**config.mk**
```make
export PLATFORM = sky130hd
export DESIGN_NAME = riscv_div_unit
export DESIGN_NICKNAME = d
export VERILOG_FILES = /design/src/rtl/riscv_div_unit.sv
export SDC_FILE = /design/constraint.sdc
export NUM_CORES = 1
export LEC_CHECK = 0
export ABC_CLOCK_PERIOD_IN_PS = 3000
export BUFFER_PORTS_ARGS = -buffer_cell sky130_fd_sc_hd__buf_2
export CAP_MARGIN = 5
export CORE_MARGIN = 2
export CORE_UTILIZATION = 57
export CTS_BUF_LIST = sky130_fd_sc_hd__clkbuf_8
export DETAILED_ROUTE_END_ITERATION = 7
export GPL_ROUTABILITY_DRIVEN = 0
export PLACE_DENSITY = 0.8
export SYNTH_ARGS = -nofsm -noshare
export SYNTH_HDL_FRONTEND = slang
export SYNTH_SLANG_ARGS = --single-unit
export TNS_END_PERCENT = 50
```
**constraint.sdc**
```tcl
create_clock -name clk -period 3 [get_ports clk]
set_input_delay 0 -clock clk [delete_from_list [all_inputs] [get_ports clk]]
set_output_delay 0 -clock clk [all_outputs]
set_load 0.03 [all_outputs]
```
**src/rtl/riscv_div_unit.sv**
```systemverilog
// Iterative restoring divider for RV32M DIV/DIVU/REM/REMU.
// One quotient bit per cycle; divide-by-zero and signed overflow bypass the iteration.
module riscv_div_unit #(
    parameter int unsigned N = 32
) (
    input  logic         clk,
    input  logic         rst_n,
    input  logic         start,
    input  logic [1:0]   op,
    input  logic [N-1:0] dividend,
    input  logic [N-1:0] divisor,
    input  logic         flush,
    output logic         busy,
    output logic         done,
    output logic [N-1:0] result
);
    localparam int unsigned CW = $clog2(N);

    typedef enum logic [1:0] {StIdle, StRun, StFix, StDone} state_e;

    state_e         state_q, state_d;
    logic [1:0]     op_q, op_d;
    logic           sign_a_q, sign_a_d, sign_b_q, sign_b_d;
    logic           div0_q, div0_d, ovf_q, ovf_d;
    logic [N-1:0]   dvs_q, dvs_d, rem_q, rem_d, quo_q, quo_d, result_q, result_d;
    logic [CW-1:0]  cnt_q, cnt_d;

    logic           is_signed, in_div0, in_ovf, launch;
    logic [N-1:0]   mag_a, mag_b, q_out, r_out, fix_out;
    logic [N:0]     rem_sh, diff;

    assign is_signed = ~op[0];
    assign in_div0   = (divisor == '0);
    assign in_ovf    = is_signed && (dividend == {1'b1, {(N-1){1'b0}}}) && (divisor == '1);
    assign mag_a     = (is_signed && dividend[N-1]) ? -dividend : dividend;
    assign mag_b     = (is_signed && divisor[N-1]) ? -divisor : divisor;
    assign launch    = start && !flush && (state_q == StIdle || state_q == StDone);

    // N+1-bit trial subtraction: diff[N] is the borrow.
    assign rem_sh = {rem_q, quo_q[N-1]};
    assign diff   = rem_sh - {1'b0, dvs_q};

    // On the fast paths quo_q still holds the dividend magnitude.
    always_comb begin
        q_out = (sign_a_q ^ sign_b_q) ? -quo_q : quo_q;
        r_out = sign_a_q ? -rem_q : rem_q;
        if (div0_q) begin
            q_out = '1;
            r_out = sign_a_q ? -quo_q : quo_q;
        end else if (ovf_q) begin
            q_out = {1'b1, {(N-1){1'b0}}};
            r_out = '0;
        end
        fix_out = op_q[1] ? r_out : q_out;
    end

    always_comb begin
        state_d  = state_q;
        op_d     = op_q;
        sign_a_d = sign_a_q;
        sign_b_d = sign_b_q;
        div0_d   = div0_q;
        ovf_d    = ovf_q;
        dvs_d    = dvs_q;
        rem_d    = rem_q;
        quo_d    = quo_q;
        cnt_d    = cnt_q;
        result_d = result_q;
        unique case (state_q)
            StIdle, StDone: begin
                if (launch) begin
                    op_d     = op;
                    sign_a_d = is_signed && dividend[N-1];
                    sign_b_d = is_signed && divisor[N-1];
                    div0_d   = in_div0;
                    ovf_d    = in_ovf;
                    dvs_d    = mag_b;
                    quo_d    = mag_a;
                    rem_d    = '0;
                    cnt_d    = CW'(N - 1);
                    state_d  = (in_div0 || in_ovf) ? StFix : StRun;
                end else begin
                    state_d = StIdle;
                end
            end
            StRun: begin
                if (!diff[N]) begin
                    rem_d = diff[N-1:0];
                    quo_d = {quo_q[N-2:0], 1'b1};
                end else begin
                    rem_d = rem_sh[N-1:0];
                    quo_d = {quo_q[N-2:0], 1'b0};
                end
                cnt_d = cnt_q - 1'b1;
                if (cnt_q == '0) state_d = StFix;
            end
            StFix: begin
                if (!flush) result_d = fix_out;
                state_d = StDone;
            end
            default: state_d = StIdle;
        endcase
        if (flush) state_d = StIdle;
    end

    always_ff @(posedge clk or negedge rst_n) begin
        if (!rst_n) begin
            state_q  <= StIdle;
            op_q     <= '0;
            sign_a_q <= 1'b0;
            sign_b_q <= 1'b0;
            div0_q   <= 1'b0;
            ovf_q    <= 1'b0;
            dvs_q    <= '0;
            rem_q    <= '0;
            quo_q    <= '0;
            cnt_q    <= '0;
            result_q <= '0;
        end else begin
            state_q  <= state_d;
            op_q     <= op_d;
            sign_a_q <= sign_a_d;
            sign_b_q <= sign_b_d;
            div0_q   <= div0_d;
            ovf_q    <= ovf_d;
            dvs_q    <= dvs_d;
            rem_q    <= rem_d;
            quo_q    <= quo_d;
            cnt_q    <= cnt_d;
            result_q <= result_d;
        end
    end

    assign busy   = (state_q == StRun) || (state_q == StFix);
    assign done   = (state_q == StDone);
    assign result = result_q;

endmodule

```
== After elaboration in Yosys (flattened, before gate mapping) ==
Index checks and enable logic that the tools add are counted.
Storage, ports and cells
  register bits: 141
  latch bits: 0
  memory bits (writable): 0
  ROM bits: 0
  bits of input ports: 70
  output and inout port bits: 34
  word-level logic and storage cells: 68
  memories: 0
Cells by class
  $add $sub $neg: 6
  multiply operators: 0
  div/mod/pow operators: 0
  order comparisons: 0
  equality and inequality tests: 7
  shifts and indexed selects: 0
  muxes and demuxes: 23
  bitwise gates (word level): 3
  reductions and logical operators: 18
Operators by type and width (number)
  $mux 32: 13
  $neg 32->32: 4
  $pmux 32 s2: 2
  $eq 32x32->1 const B: 2
  $sub 33x32->33: 1
  $logic_not 32->1: 1
  $pmux 5 s2: 1
  $mux 2: 4
  $logic_and 1x1->1: 6
  $pmux 2 s3: 1
  $reduce_and 2->1: 3
  $logic_not 5->1: 1
  $mux 5: 1
  $sub 5x1->5 const B: 1
  $eq 2x2->1 const B: 2
  $logic_or 1x1->1: 3
  $ne 3x3->1 const B: 1
  $eq 2x1->1 const B: 1
  $logic_not 2->1: 1
  $ne 2x2->1 const B: 1
  $not 1->1: 2
  $reduce_bool 2->1: 1
  $reduce_or 2->1: 1
  $logic_not 1->1: 1
  other kinds (2): 2

== Logic depth before layout (Yosys ltp) ==
Gate-level depths: netlist of run 1.
  depth in word-level cells: 8
  depth in mapped cells: 14
  mapped depth without buffers: 12

== Least setup slack after synthesis of run 1 ==
No wires, ideal clock.
  kind: register to register
  start point: reg quo_q[31]
  end point: reg rem_q[14]
  library setup time: 0.126 ns
  arrival: 3.116 ns
  required time: 2.874 ns
  setup slack: -0.242 ns
  cell stages (with the launch flop): 15
  buffers on the path: 2
  period minus slack after synthesis: 3.242 ns
  cells stage by stage: dfrtp_1 -> inv_1 -> ha_1 -> fa_1 -> nand2b_1 -> a21o_1 -> a211o_1 -> a21oi_2 -> a21oi_1 -> o41ai_4 -> xnor2_1 -> buf_2 -> buf_2 -> nor3_1 -> a221o_1
Between the ends
  longest elaborated chain between the ends: 3
RTL lines
  start, declared: RTL line 25  | logic [N-1:0] dvs_q, dvs_d, rem_q, rem_d, quo_q, quo_d, result_q, result_d;
  start signal, assigned: RTL line 128  | quo_q <= quo_d;
  $sub 33x32->33: RTL line 41  | assign diff = rem_sh - {1'b0, dvs_q};
  $mux 32: RTL line 87  | if (!diff[N]) begin
  $pmux 32 s2: RTL line 69  | unique case (state_q)
  end signal, assigned: RTL line 127  | rem_q <= rem_d;
  end, declared: RTL line 25
Every way passes these cells.
A chain may end at the register's enable or synchronous reset.

== Worst setup path after layout of run 1 ==
  start point: reg rem_q[0]
  end point: reg rem_q[29]
Between the ends
  longest elaborated chain between the ends: 3
RTL lines (RTL line)
  $sub 33x32->33: 41
  $mux 32: 87
  $pmux 32 s2: 69
Every way passes these cells.

==> Flow_metrics.wiki, run 1 <==
{| class="wikitable"
! Metric !! Value
|-
| PnR worst setup slack || -0.277 ns
|-
| Worst-case clock buffer depth || 2
|-
| Number of failing setup endpoints in the final timing report || 32
|-
| Number of synthesized register bits || 140
|-
| Commonest register cell after synthesis || sky130_fd_sc_hd__dfrtp_1
|-
| Worst IR drop on VDD || between 0.5 and 0.6 mV
|-
| Highest cell delay on the worst timing path || approximately 0.44 ns
|-
| CTS root buffer || sky130_fd_sc_hd__clkbuf_8
|-
| Adder-cell share of the synthesized area || ~4.7%
|-
| Critical path, cell by cell || buf_4 -> ha_1 -> nor2b_2 -> o31a_1 -> or4_4 -> a21oi_1 -> nor3b_1 -> o21ai_1 -> a21oi_1 -> nor4_1 -> buf_4 -> o31ai_2
|-
| Maximum clock frequency || a little over 0.3 GHz
|-
| DRC errors left || 0
|-
| Final HPWL from detailed placement || roughly 26000 µm
|-
| Async set-reset flop share out of synthesis || 100%
|-
| Via Count || ~12000
|-
| Fin Clk Skew || around 0.0096 ns
|-
| Clock Sink Count || 140
|-
| Sequential fraction of the synthesis area || 30.3%
|-
| EDFF count, synth || 0
|-
| Global-route wire length before repair || ~58000 µm
|-
| Number of global-route vias before repair || approximately 11000
|-
| Share of final-layout standard cells stronger than drive strength 1 || around a fifth
|-
| Final core utilization || between 60% and 70%
|-
| Setup slack at placement || -0.505 ns
|-
| Ant. Diodes || 0
|-
| DR pass1 iterations || 8
|-
| Violations in the final reports || hold timing, setup timing
|-
| Setup Crit Path Kind || flop to flop
|-
| Number of DRC markers after the initial detailed-route iteration || approximately 1300
|-
| Critical-path cell with the highest stage delay || sky130_fd_sc_hd__or4_4
|-
| Largest fanout of any net on the critical path || 2
|-
| Initial standard-cell utilization of the core || a little under three fifths
|-
| Number of cells produced by synthesis || ~1500
|-
| Hold path cells || 5
|-
| Distinct cells, synth || slightly below 80
|-
| Hold/Removal Path Class || primary input to flop
|-
| Number of nets with antenna violations after routing || 0
|-
| Compound-gate portion of the synthesized area || 24.2%
|-
| Required time of the critical path || between 3 and 4 ns
|-
| Fin crit share || 109%
|-
| Placed insts || around 1800
|-
| Port buffer count || ~100
|-
| Row Count || 52
|-
| Number of H-tree levels || 4
|-
| Largest family of logic cells by synthesized area || compound AO/OA/AOI/OAI gates
|-
| Min Clock Period, post-route || 3.28 ns
|-
| Maximum number of pins on one net before global-route repair || approximately 80
|-
| Net count after synthesis || approximately 1600
|-
| Clock latency reported for the late side of the worst-skew pair || around 0.48 ns
|-
| Total GRT Usage || approximately a third
|-
| Post-synthesis share of cell area spent on and, or, nand and nor gates || between 20% and 30%
|-
| I/O Pins || about 100
|-
| Number of antenna violations at the first check in global routing || 0
|-
| WHS || -0.00147 ns
|-
| Worst-path clk slew || 0.08 ns
|-
| Total CTS buffers || 17
|-
| Capturing element type of the critical path || flop
|-
| Placeable core area || 20100 µm²
|-
| Tightest Pin Transition || slightly above 0.9 ns
|-
| Die ar. || 21400 µm²
|-
| Arrival time of data at the critical path endpoint || ~3.6 ns
|-
| Critical path depth in cells || 12
|-
| Pins over their slew limit || 0
|-
| Family with the most delay on the worst path || simple AND/OR/NAND/NOR gates
|-
| Mapped cell area || 11600 µm²
|-
| Synth warn || 0
|-
| Area growth from synthesis to layout || 21.4%
|-
| Final-layout fill cell count || 1500
|-
| Parity-gate share of the synthesized area counting xor and xnor cells || about an eighth
|-
| Remaining global-route overflow || 0
|-
| Areal power density over the cells || 1120 nW/µm²
|-
| Number of violations of the max-capacitance limit || 0
|-
| Mapped Avg Cell Area || between 7 and 8 µm²
|-
| Clock tree from TritonCTS || yes
|-
| Multiplexer area fraction after synthesis || 0.270%
|-
| Logic depth of the worst register-to-register path || 12
|-
| Fin nets || 1770
|-
| Die Y-Extent || between 100 and 150 µm
|-
| Average routed wire per standard cell || roughly 18 µm
|-
| Per-cell via count in the routed design || about 6.2
|-
| Setup repair after global routing missed its margin || yes
|-
| Number of buffer and inverter stages on the critical path || 2
|-
| Die outline width || 146 µm
|-
| Headroom to the max-slew limit || around 39%
|-
| Startpoint type of the worst setup path || flop
|-
| Hold violation count in the final report || 1
|-
| Detailed Route WL || 35800 µm
|-
| P_leak || approximately 6.5 nW
|-
| Total power after layout || between 0.015 and 0.02 W
|-
| Non-Filler Instances || 1938
|-
| Outcome || finished with violations
|}
[per-layer routing]
metal	share of wire, %	GRT usage (%)	up-vias
met1	43	45.6	5687
met2	45	52.0	601
met4	3.3	11.8	0
met5	0	0	-
li1	-	-	5598
met3	8.7	7.28	116
[metrics by stage]
stage / TNS (ns) / hold slack, ns / cell area (µm²)
5_1_grt: -10.27 / 0.00747 / 14000
3_3_place_gp: -8.40 / 0.0686 / 12900
2_1_floorplan: -3.57 / -0.296 / 11600
4_1_cts: -3.68 / 0.00188 / 13900
6_report: -7.00 / -0.00147 / 14000
3_5_place_dp: -11.23 / 0.0767 / 12900
[flip-flops by register name, indices dropped and copies added, names as in the netlist]
name and count:
dvs_q 32, quo_q 32, rem_q 32, result 32
cnt_q 5, state_q 2, div0_q 1, op_q 1
ovf_q 1, sign_a_q 1, sign_b_q 1
[worst register-to-register path: stages (launching register included)]
cell	delay, ns
sky130_fd_sc_hd__dfrtp_1	0.40
sky130_fd_sc_hd__buf_4	0.15
sky130_fd_sc_hd__ha_1	0.26
sky130_fd_sc_hd__nor2b_2	0.17
sky130_fd_sc_hd__o31a_1	0.31
sky130_fd_sc_hd__or4_4	0.44
sky130_fd_sc_hd__a21oi_1	0.21
sky130_fd_sc_hd__nor3b_1	0.08
sky130_fd_sc_hd__o21ai_1	0.28
sky130_fd_sc_hd__a21oi_1	0.18
sky130_fd_sc_hd__nor4_1	0.43
sky130_fd_sc_hd__buf_4	0.20
sky130_fd_sc_hd__o31ai_2	0.07
[cells in the final DEF, fill, tap and decap left out, drive strengths merged, types with 22 or more instances in the layout]
| cell type | n |
|---|---|
| o31ai | 29 |
| xor2 | 93 |
| nor2 | 97 |
| dlygate4sd3 | 48 |
| a221o | 30 |
| nor3 | 39 |
| inv | 67 |
| a21oi | 98 |
| nand3 | 25 |
| ha | 42 |
| clkbuf | 22 |
| xnor2 | 82 |
| o21ai | 153 |
| nand2 | 202 |
| and2 | 23 |
| buf | 220 |
| dfrtp | 140 |
[worst paths after layout]
| path | from | endpoint | slack, ns |
|---|---|---|---|
| worst max-delay path | rem_q[0] | rem_q[29] | -0.28 |
| worst min-delay path | dividend[5] | quo_q[5] | -0.001 |
| worst max register to register | rem_q[0] | rem_q[29] | -0.28 |
| worst min register to register | result[10] | result[10] | 0.47 |
| max in group asynchronous | rst_n | dvs_q[31] | 2.11 |
| min in group asynchronous | rst_n | result[22] | 0.10 |
[synthesized netlist by cell type (all sizes together) (16+ instances only)]
cell	n	area, µm²
nand2	202	758
nor2	97	364
xnor2	82	718
or3	19	124
or4	16	128
a21o	16	120
xor2	93	815
nand3	25	125
buf	30	149
inv	64	240
a221o	30	300
ha	42	526
nor4	17	125
o31ai	29	231
nand4	17	113
and2	20	128
a21oi	98	494
o21ai	153	766
nor3	39	206
clkbuf	71	268
o211ai	20	150
dfrtp	140	3500
[kinds of logic after synthesis]
| family | count (synthesis) |
|---|---|
| AND/OR/NAND/NOR | 507 |
| AO/OA/AOI/OAI | 434 |
| adder cells (fa/ha/maj) | 43 |
| multiplexers | 3 |
| XOR/XNOR | 175 |
| buffers and inverters | 165 |
| flip-flops | 140 |
[final cells by class]
class / count / area, µm² / area share (%)
Multi-Input combinational cell: 1165 / 7620 / 54.3
Clock inverter: 9 / 97.6 / 0.695
Timing Repair Buffer: 269 / 1950 / 13.9
Sequential cell: 140 / 3500 / 25.0
Inverter: 64 / 240 / 1.71
Clock buffer: 21 / 289 / 2.06
Tap cell: 270 / 338 / 2.41
[where the power goes]
group,leakage [nW],internal [W],switching (W)
Clock,0.207,0.000806,0.000732
Sequential,1.78,0.00263,0.000861
Combinational,4.50,0.00434,0.00631
Total,6.49,0.00777,0.00790
[timing repair]
| item | CTS | global route |
|---|---|---|
| setup buffers | 9 | 2 |
| endpoints found under the setup margin | 32 | 35 |
| hold endpoints to repair | 122 | 0 |
| cloned | 3 | 1 |
| hold buffers | 48 | 0 |
| pin swaps | 36 | 7 |
| resized for setup | 20 | 22 |
(Power assumes the default switching activity.)
==> run 2: changes to the inputs <==
--- a/config.mk
+++ b/config.mk
@@ -9,11 +9,10 @@
 export BUFFER_PORTS_ARGS = -buffer_cell sky130_fd_sc_hd__buf_2
 export CAP_MARGIN = 5
 export CORE_MARGIN = 2
-export CORE_UTILIZATION = 57
-export CTS_BUF_LIST = sky130_fd_sc_hd__clkbuf_8
+export CORE_UTILIZATION = 55
 export DETAILED_ROUTE_END_ITERATION = 7
 export GPL_ROUTABILITY_DRIVEN = 0
-export PLACE_DENSITY = 0.8
+export PLACE_DENSITY = 0.78
 export SYNTH_ARGS = -nofsm -noshare
 export SYNTH_HDL_FRONTEND = slang
 export SYNTH_SLANG_ARGS = --single-unit
==> run 2 against run 1 <==
  * The flow finishes with violations (setup timing)
  * Total power up 3.5%
  * Highest routed layer unchanged
  * Worst hold slack improved by 0.0055 ns
  * Largest power group unchanged
  * Critical path type unchanged
  * Global-route usage shrank 0.75 points
  * Non-clock buffer count decreased by 21
==> Flow_metrics.wiki, run 2 (synthesis results as in run 1) <==
{| class="wikitable"
! Metric !! Value
|-
| Switching power as a share of total power || 49.0% (-1.4 points)
|-
| Worst-path clk slew || 0.06 ns (-0.02 ns)
|-
| Maximum clock frequency || 0.321 GHz (+5.3%)
|-
| Pins over their slew limit || 0 (unchanged)
|-
| FF/Latch Area || 3500 µm² (unchanged)
|-
| Clock share of power || 14.6% (+4.8 points)
|-
| Required time of the critical path || 3.31 ns (-0.05 ns)
|-
| Area growth from synthesis to layout || 21.5% (about the same)
|-
| Share of final-layout standard cells stronger than drive strength 1 || 17.8% (-0.92 points)
|-
| Total power after layout || 0.0162 W (+3.5%)
|-
| Port buffer count || 103 (unchanged)
|-
| Switching Power || 0.00795 W (+0.63%)
|-
| Worst reg2reg endpoint || rem_q[22]
|-
| Number of H-tree levels || 4 (unchanged)
|-
| Number of nets with antenna violations after routing || 0 (unchanged)
|-
| Fin nets || 1747 (-1.3%)
|-
| Number of global-route vias before repair || 10900 (-2.5%)
|-
| CTS root buffer || sky130_fd_sc_hd__clkbuf_16
|-
| Combinational power share || 63.6% (-4.3 points)
|-
| Internal power || 0.00827 W (+6.3%)
|-
| Average routed wire per standard cell || 18.5 µm (+0.31%)
|-
| Hold violation count in the final report || 0 (-1)
|-
| Worst reg2reg setup slack || -0.11 ns (+0.16 ns)
|-
| Origin of the worst setup path || quo_q[31]
|-
| Logic depth of the worst register-to-register path || 13 (+1)
|-
| Ant. Diodes || 0 (unchanged)
|-
| Tightest Pin Transition || 1.05 ns (+0.135 ns)
|-
| Per-cell via count in the routed design || 6.18 (-0.28%)
|-
| Largest fanout of any net on the critical path || 7 (+5)
|-
| Number of failing setup endpoints in the final timing report || 31 (-3.1%)
|-
| Final HPWL from detailed placement || 25500 µm (-0.18%)
|-
| PnR worst setup slack || -0.113 ns (+0.164 ns)
|-
| Startpoint type of the worst setup path || flop
|-
| Total CTS buffers || 17 (unchanged)
|-
| Maximum number of pins on one net before global-route repair || 70 (-14%)
|-
| Number of violations of the max-capacitance limit || 0 (unchanged)
|-
| Die Y-Extent || 149 µm (+1.8%)
|-
| Final-layout fill cell count || 1661 (+11%)
|-
| Crit path to || rem_q[22]
|-
| Power share of the sequential group || 21.8% (-0.5 points)
|-
| Number of DRC markers after the initial detailed-route iteration || 1321 (-0.53%)
|-
| Initial standard-cell utilization of the core || 55.5% (-2.0 points)
|-
| Violations in the final reports || setup timing
|-
| Arrival time of data at the critical path endpoint || 3.42 ns (-0.21 ns)
|-
| Setup repair after global routing missed its margin || yes
|-
| Die ar. || 22200 µm² (+3.5%)
|-
| Areal power density over the cells || 1150 nW/µm² (+3.4%)
|-
| Worst Hold Launch || dividend[29]
|-
| DR pass1 iterations || 8 (unchanged)
|-
| Fin crit share || 104% (-5.5 points)
|-
| Row Count || 53 (+1.9%)
|-
| Worst-case clock buffer depth || 2 (unchanged)
|-
| Fin Clk Skew || 0.0110 ns (+0.00142 ns)
|-
| Clock latency reported for the late side of the worst-skew pair || 0.44 ns (-0.04 ns)
|-
| Setup Crit Path Kind || flop to flop
|-
| Placeable core area || 20800 µm² (+3.6%)
|-
| Worst IR drop on VDD || 0.482 mV (-19%)
|-
| Number of antenna violations at the first check in global routing || 0 (unchanged)
|-
| Clock tree from TritonCTS || yes
|-
| P_leak || 6.43 nW (-1.0%)
|-
| Via Count || 11869 (-1.1%)
|-
| Clock Sink Count || 140 (unchanged)
|-
| Most common library cell in the layout ignoring fill and taps || sky130_fd_sc_hd__nand2_1
|-
| Hold/Removal Path Class || primary input to flop
|-
| Headroom to the max-slew limit || 29.5% (-9.1 points)
|-
| Remaining global-route overflow || 0 (unchanged)
|-
| Outcome || finished with violations
|-
| Area taken by multi-input logic gates || 7560 µm² (-0.79%)
|-
| Detailed Route WL || 35600 µm (-0.52%)
|-
| Die outline width || 149 µm (+1.8%)
|-
| Total GRT Usage || 32.4% (-0.75 points)
|-
| WHS || 0.00401 ns (+0.00548 ns)
|-
| Launch instance of the worst register-to-register path || quo_q[31]
|-
| I/O Pins || 104 (unchanged)
|-
| Capturing element type of the critical path || flop
|-
| Global-route wire length before repair || 57100 µm (-0.96%)
|-
| DRC errors left || 0 (unchanged)
|-
| Min Clock Period, post-route || 3.11 ns (-0.164 ns)
|-
| Leading cell types in the layout, fill and taps excluded || 202 x sky130_fd_sc_hd__nand2_1, 150 x sky130_fd_sc_hd__o21ai_0, 139 x sky130_fd_sc_hd__dfrtp_1
|}
-- run 2: worst max-delay path: stages (launching register included) --
cell	delay [ns]
sky130_fd_sc_hd__dfrtp_1	0.37
sky130_fd_sc_hd__inv_2	0.06
sky130_fd_sc_hd__ha_4	0.16
sky130_fd_sc_hd__fa_2	0.34
sky130_fd_sc_hd__nand2b_4	0.15
sky130_fd_sc_hd__a21o_1	0.19
sky130_fd_sc_hd__a211o_1	0.32
sky130_fd_sc_hd__a21oi_2	0.21
sky130_fd_sc_hd__a21oi_2	0.10
sky130_fd_sc_hd__o41ai_4	0.31
sky130_fd_sc_hd__xnor2_2	0.22
sky130_fd_sc_hd__nor2_2	0.11
sky130_fd_sc_hd__buf_6	0.16
sky130_fd_sc_hd__a221o_1	0.29
-- run 2: per-stage QoR --
step	setup TNS (ns)	std cells	utilization (%)	instance area, µm²	setup WS [ns]
after global placement	-3.38	1842	61.5	12800	-0.123
final	-2.71	1922	67.5	14000	-0.113
after global routing	-7.08	1922	67.5	14000	-0.252
after floorplan	-3.57	1467	-	11600	-0.140
after detailed placement	-5.73	1842	61.5	12800	-0.210
after CTS	-0.884	1921	67.1	14000	-0.0528
-- run 2: layout make-up --
type,count,area share (%)
Multi-Input combinational cell,1163,53.8
Sequential cell,140,24.9
Timing Repair Buffer,248,12.4
Clock buffer,22,3.30
Tap cell,275,2.45
Inverter,64,1.71
Clock inverter,10,1.34
-- run 2: worst min-delay path by stage --
stage | depth (start not counted) | end
after detailed placement | 1 | result[15]
after CTS | 3 | quo_q[29]
after global routing | 3 | quo_q[29]
final | 3 | quo_q[29]
after global placement | 1 | result[15]
after floorplan | 0 | cnt_q[0]
-- run 2: routing by layer --
| layer | track usage, % | wire, µm |
|---|---|---|
| met3 | 5.63 | 3350 |
| met4 | 13.0 | 1360 |
| met5 | 0 | 0 |
| met1 | 44.9 | 15000 |
| met2 | 50.7 | 15900 |
-- run 2: power by group through the flow --
stage | clock network [W] | logic (W) | registers, W
2_1_floorplan | 0 | 0.00681 | 0.00347
3_3_place_gp | 0 | 0.00946 | 0.00345
3_5_place_dp | 0 | 0.00965 | 0.00349
4_1_cts | 0.00238 | 0.00996 | 0.00347
5_1_grt | 0.00246 | 0.0113 | 0.00362
6_report | 0.00237 | 0.0103 | 0.00353
-- run 2: timing repair --
| action | CTS | global route |
|---|---|---|
| endpoints found under the hold margin | 103 | 0 |
| gates resized for setup | 16 | 12 |
| gates cloned | 2 | 0 |
| hold buffers | 39 | 0 |
| setup buffers | 6 | 1 |
| pin swaps | 22 | 7 |
| setup endpoints to repair | 32 | 39 |
==> run 3: changes to the inputs <==
==> config.mk (replaced) <==
export PLATFORM = sky130hd
export DESIGN_NAME = riscv_div_unit
export DESIGN_NICKNAME = d
export VERILOG_FILES = /design/src/rtl/riscv_div_unit.sv
export SDC_FILE = /design/constraint.sdc
export NUM_CORES = 1
export LEC_CHECK = 0
export ABC_CLOCK_PERIOD_IN_PS = 3300
export BUFFER_PORTS_ARGS = -buffer_cell sky130_fd_sc_hd__buf_2
export CAP_MARGIN = 5
export CORE_MARGIN = 3
export CORE_UTILIZATION = 60
export DETAILED_ROUTE_END_ITERATION = 7
export GPL_ROUTABILITY_DRIVEN = 0
export PLACE_DENSITY = 0.8
export SKIP_LAST_GASP = 1
export SYNTH_ARGS = -nofsm -noshare
export SYNTH_HDL_FRONTEND = slang
export SYNTH_SLANG_ARGS = --single-unit
export TNS_END_PERCENT = 50
==> constraint.sdc (replaced) <==
create_clock -name clk -period 3.3 [get_ports clk]
set_input_delay 0 -clock clk [delete_from_list [all_inputs] [get_ports clk]]
set_output_delay 0 -clock clk [all_outputs]
set_load 0.03 [all_outputs]
==> run 3 against run 2 <==
  * The run now ends clean
  * Combinational power is 13% lower
  * Critical path type unchanged
  * Flip-flop and latch count stayed put
  * Largest cell class unchanged
  * Global-route usage is 0.34 points higher
==> Flow_metrics.wiki, run 3 (synthesis results as in run 1) <==
{| class="wikitable"
! Metric !! Value
|-
| Launch instance of the worst register-to-register path || dvs_q[1]
|-
| Global-route wire length before repair || 54800 µm (-3.9%)
|-
| Row Count || 50 (-5.7%)
|-
| Capturing element type of the critical path || flop
|-
| Port buffer count || 103 (unchanged)
|-
| Hold/Removal Path Class || primary input to flop
|-
| Hold violation count in the final report || 0 (unchanged)
|-
| Worst Hold Launch || dividend[11]
|-
| Average routed wire per standard cell || 18.9 µm (+1.7%)
|-
| Worst reg2reg setup slack || 0.02 ns (+0.14 ns)
|-
| Ant. Diodes || 0 (unchanged)
|-
| Fin crit share || 99.3% (-4.4 points)
|-
| DR pass1 iterations || 6 (-2)
|-
| Share of final-layout standard cells stronger than drive strength 1 || 15.0% (-2.8 points)
|-
| Required time of the critical path || 3.61 ns (+0.30 ns)
|-
| Die Y-Extent || 145 µm (-2.8%)
|-
| Detailed Route WL || 35000 µm (-1.7%)
|-
| Leading cell types in the layout, fill and taps excluded || 202 x sky130_fd_sc_hd__nand2_1, 150 x sky130_fd_sc_hd__o21ai_0, 138 x sky130_fd_sc_hd__dfrtp_1
|-
| Min Clock Period, post-route || 3.28 ns (+0.165 ns)
|-
| Worst-case clock buffer depth || 2 (unchanged)
|-
| Outcome || finished, final reports clean
|-
| Number of violations of the max-capacitance limit || 0 (unchanged)
|-
| Number of DRC markers after the initial detailed-route iteration || 1502 (+14%)
|-
| Initial standard-cell utilization of the core || 61.4% (+5.9 points)
|-
| Area taken by multi-input logic gates || 7500 µm² (-0.78%)
|-
| Clock latency reported for the late side of the worst-skew pair || 0.42 ns (-0.02 ns)
|-
| Final-layout fill cell count || 1434 (-14%)
|-
| Placeable core area || 18800 µm² (-9.6%)
|-
| Most common library cell in the layout ignoring fill and taps || sky130_fd_sc_hd__nand2_1
|-
| Fin Clk Skew || 0.00996 ns (-0.00103 ns)
|-
| I/O Pins || 104 (unchanged)
|-
| Headroom to the max-slew limit || 31.6% (+2.1 points)
|-
| Final HPWL from detailed placement || 24500 µm (-3.7%)
|-
| DRC errors left || 0 (unchanged)
|-
| Total CTS buffers || 17 (unchanged)
|-
| Critical path, cell by cell || inv_1 -> ha_1 -> nor2b_1 -> o31a_1 -> or4_4 -> and2_1 -> a211o_1 -> a31o_2 -> a21oi_1 -> xnor2_1 -> a221o_1
|-
| Tightest Pin Transition || 1.03 ns (-0.0280 ns)
|-
| Clock Sink Count || 140 (unchanged)
|-
| Pins over their slew limit || 0 (unchanged)
|-
| Number of failing setup endpoints in the final timing report || 0 (-100%)
|-
| Total power after layout || 0.0143 W (-12%)
|-
| Number of H-tree levels || 4 (unchanged)
|-
| Highest cell delay on the worst timing path || 0.52 ns (+0.15 ns)
|-
| Maximum number of pins on one net before global-route repair || 102 (+46%)
|-
| Hold path cells || 5 (+2)
|-
| FF/Latch Area || 3510 µm² (about the same)
|-
| Worst-path clk slew || 0.06 ns (about the same)
|-
| Die ar. || 21000 µm² (-5.5%)
|-
| Startpoint type of the worst setup path || flop
|-
| Number of nets with antenna violations after routing || 0 (unchanged)
|-
| Maximum clock frequency || 0.305 GHz (-5.0%)
|-
| Arrival time of data at the critical path endpoint || 3.58 ns (+0.16 ns)
|-
| Worst min-delay path endpoint || quo_q[11]
|-
| P_leak || 6.18 nW (-3.8%)
|-
| Total GRT Usage || 32.8% (+0.34 points)
|-
| Areal power density over the cells || 1050 nW/µm² (-8.7%)
|-
| CTS root buffer || sky130_fd_sc_hd__clkbuf_16
|-
| Logic depth of the worst register-to-register path || 11 (-2)
|-
| Clock tree from TritonCTS || yes
|-
| Fin nets || 1699 (-2.7%)
|-
| Die outline width || 145 µm (-2.8%)
|-
| Worst IR drop on VDD || 0.709 mV (+47%)
|-
| Per-cell via count in the routed design || 6.33 (+2.5%)
|-
| Via Count || 11756 (-0.95%)
|-
| Final Instance Area || 13600 µm² (-3.3%)
|-
| Setup Crit Path Kind || flop to flop
|-
| Critical-path cell with the highest stage delay || sky130_fd_sc_hd__or4_4
|-
| Worst reg2reg endpoint || rem_q[27]
|-
| Area growth from synthesis to layout || 17.5%
|-
| Number of antenna violations at the first check in global routing || 1 (+1)
|-
| Placed instance area || 12400 µm² (-3.3%)
|-
| Number of global-route vias before repair || 10514 (-3.5%)
|-
| Remaining global-route overflow || 0 (unchanged)
|-
| Setup repair after global routing missed its margin || yes
|-
| Largest fanout of any net on the critical path || 3 (-4)
|}
==> run 3: cell types whose count changed in the layout (fill, tap and decap cells not counted), sizes merged <==
| cell | previous run | this run |
|---|---|---|
| buf | 209 | 162 |
| clkbuf | 22 | 19 |
| clkinvlp | 2 | 1 |
| and2 | 21 | 23 |
| clkinv | 3 | 6 |
| dlygate4sd3 | 39 | 36 |
==> run 3: worst max-delay path by stage <==
stage / slack [ns] / to / depth (start not counted) / start
final: 0.02 / rem_q[27] / 11 / dvs_q[1]
after global routing: -0.08 / rem_q[3] / 13 / dvs_q[0]
after CTS: -0.02 / rem_q[22] / 12 / dvs_q[0]
after detailed placement: -0.20 / rem_q[19] / 11 / dvs_q[0]
after global placement: -0.12 / rem_q[30] / 12 / quo_q[31]
after floorplan: 0.06 / rem_q[14] / 14 / quo_q[31]
==> run 3: metal layers <==
layer  track usage, %  up-vias  wire length (µm)
met5                0        -                13
met4             10.5        2               977
met3             5.00       80              3310
met2             50.1      652             15600
met1             47.9     5555             15100
li1                 -     5467                 -
==> run 3: what timing repair did <==
action,CTS,global route
gates resized for setup,15,6
pin swaps,22,15
cloned,4,0
endpoints found under the setup margin,30,32
hold buffers,36,0
setup buffers,5,5
endpoints found under the hold margin,134,0
==> run 3: critical path, delay by kind of cell (launching register included) <==
kind / cells / cell delay [ns]
AOI/OAI and AO/OA: 5 / 1.43
and+or+nand+nor: 3 / 0.86
DFF: 1 / 0.40
adders and majority gates: 1 / 0.24
buffers and inverters: 1 / 0.12
xor gates and xnor gates: 1 / 0.11
==> run 3: final cells by class <==
cell class                      count  area share (%)
Tap cell                          260            2.39
Clock inverter                     12            1.44
Timing Repair Buffer              198            10.1
Sequential cell                   140            25.8
Clock buffer                       19            3.26
Inverter                           64            1.77
Multi-Input combinational cell   1165            55.3
==> run 3: where the power goes <==
group          internal, W  switching (W)
Sequential         0.00239       0.000910
Combinational      0.00351        0.00541
Clock              0.00135       0.000744
Total              0.00725        0.00706
==> run 3: per-stage QoR <==
stage	worst slack, ns	setup TNS (ns)	std cells	hold WS, ns	util [%]
CTS	-0.0169	-0.177	1853	0.0175	71.8
detailed placement	-0.197	-3.33	1777	0.181	65.8
floorplan	0.0577	0	1467	-0.296	-
global route	-0.0773	-0.235	1858	0.0425	72.1
global placement	-0.119	-1.56	1777	0.166	65.8
finish	0.0224	0	1858	0.0212	72.1
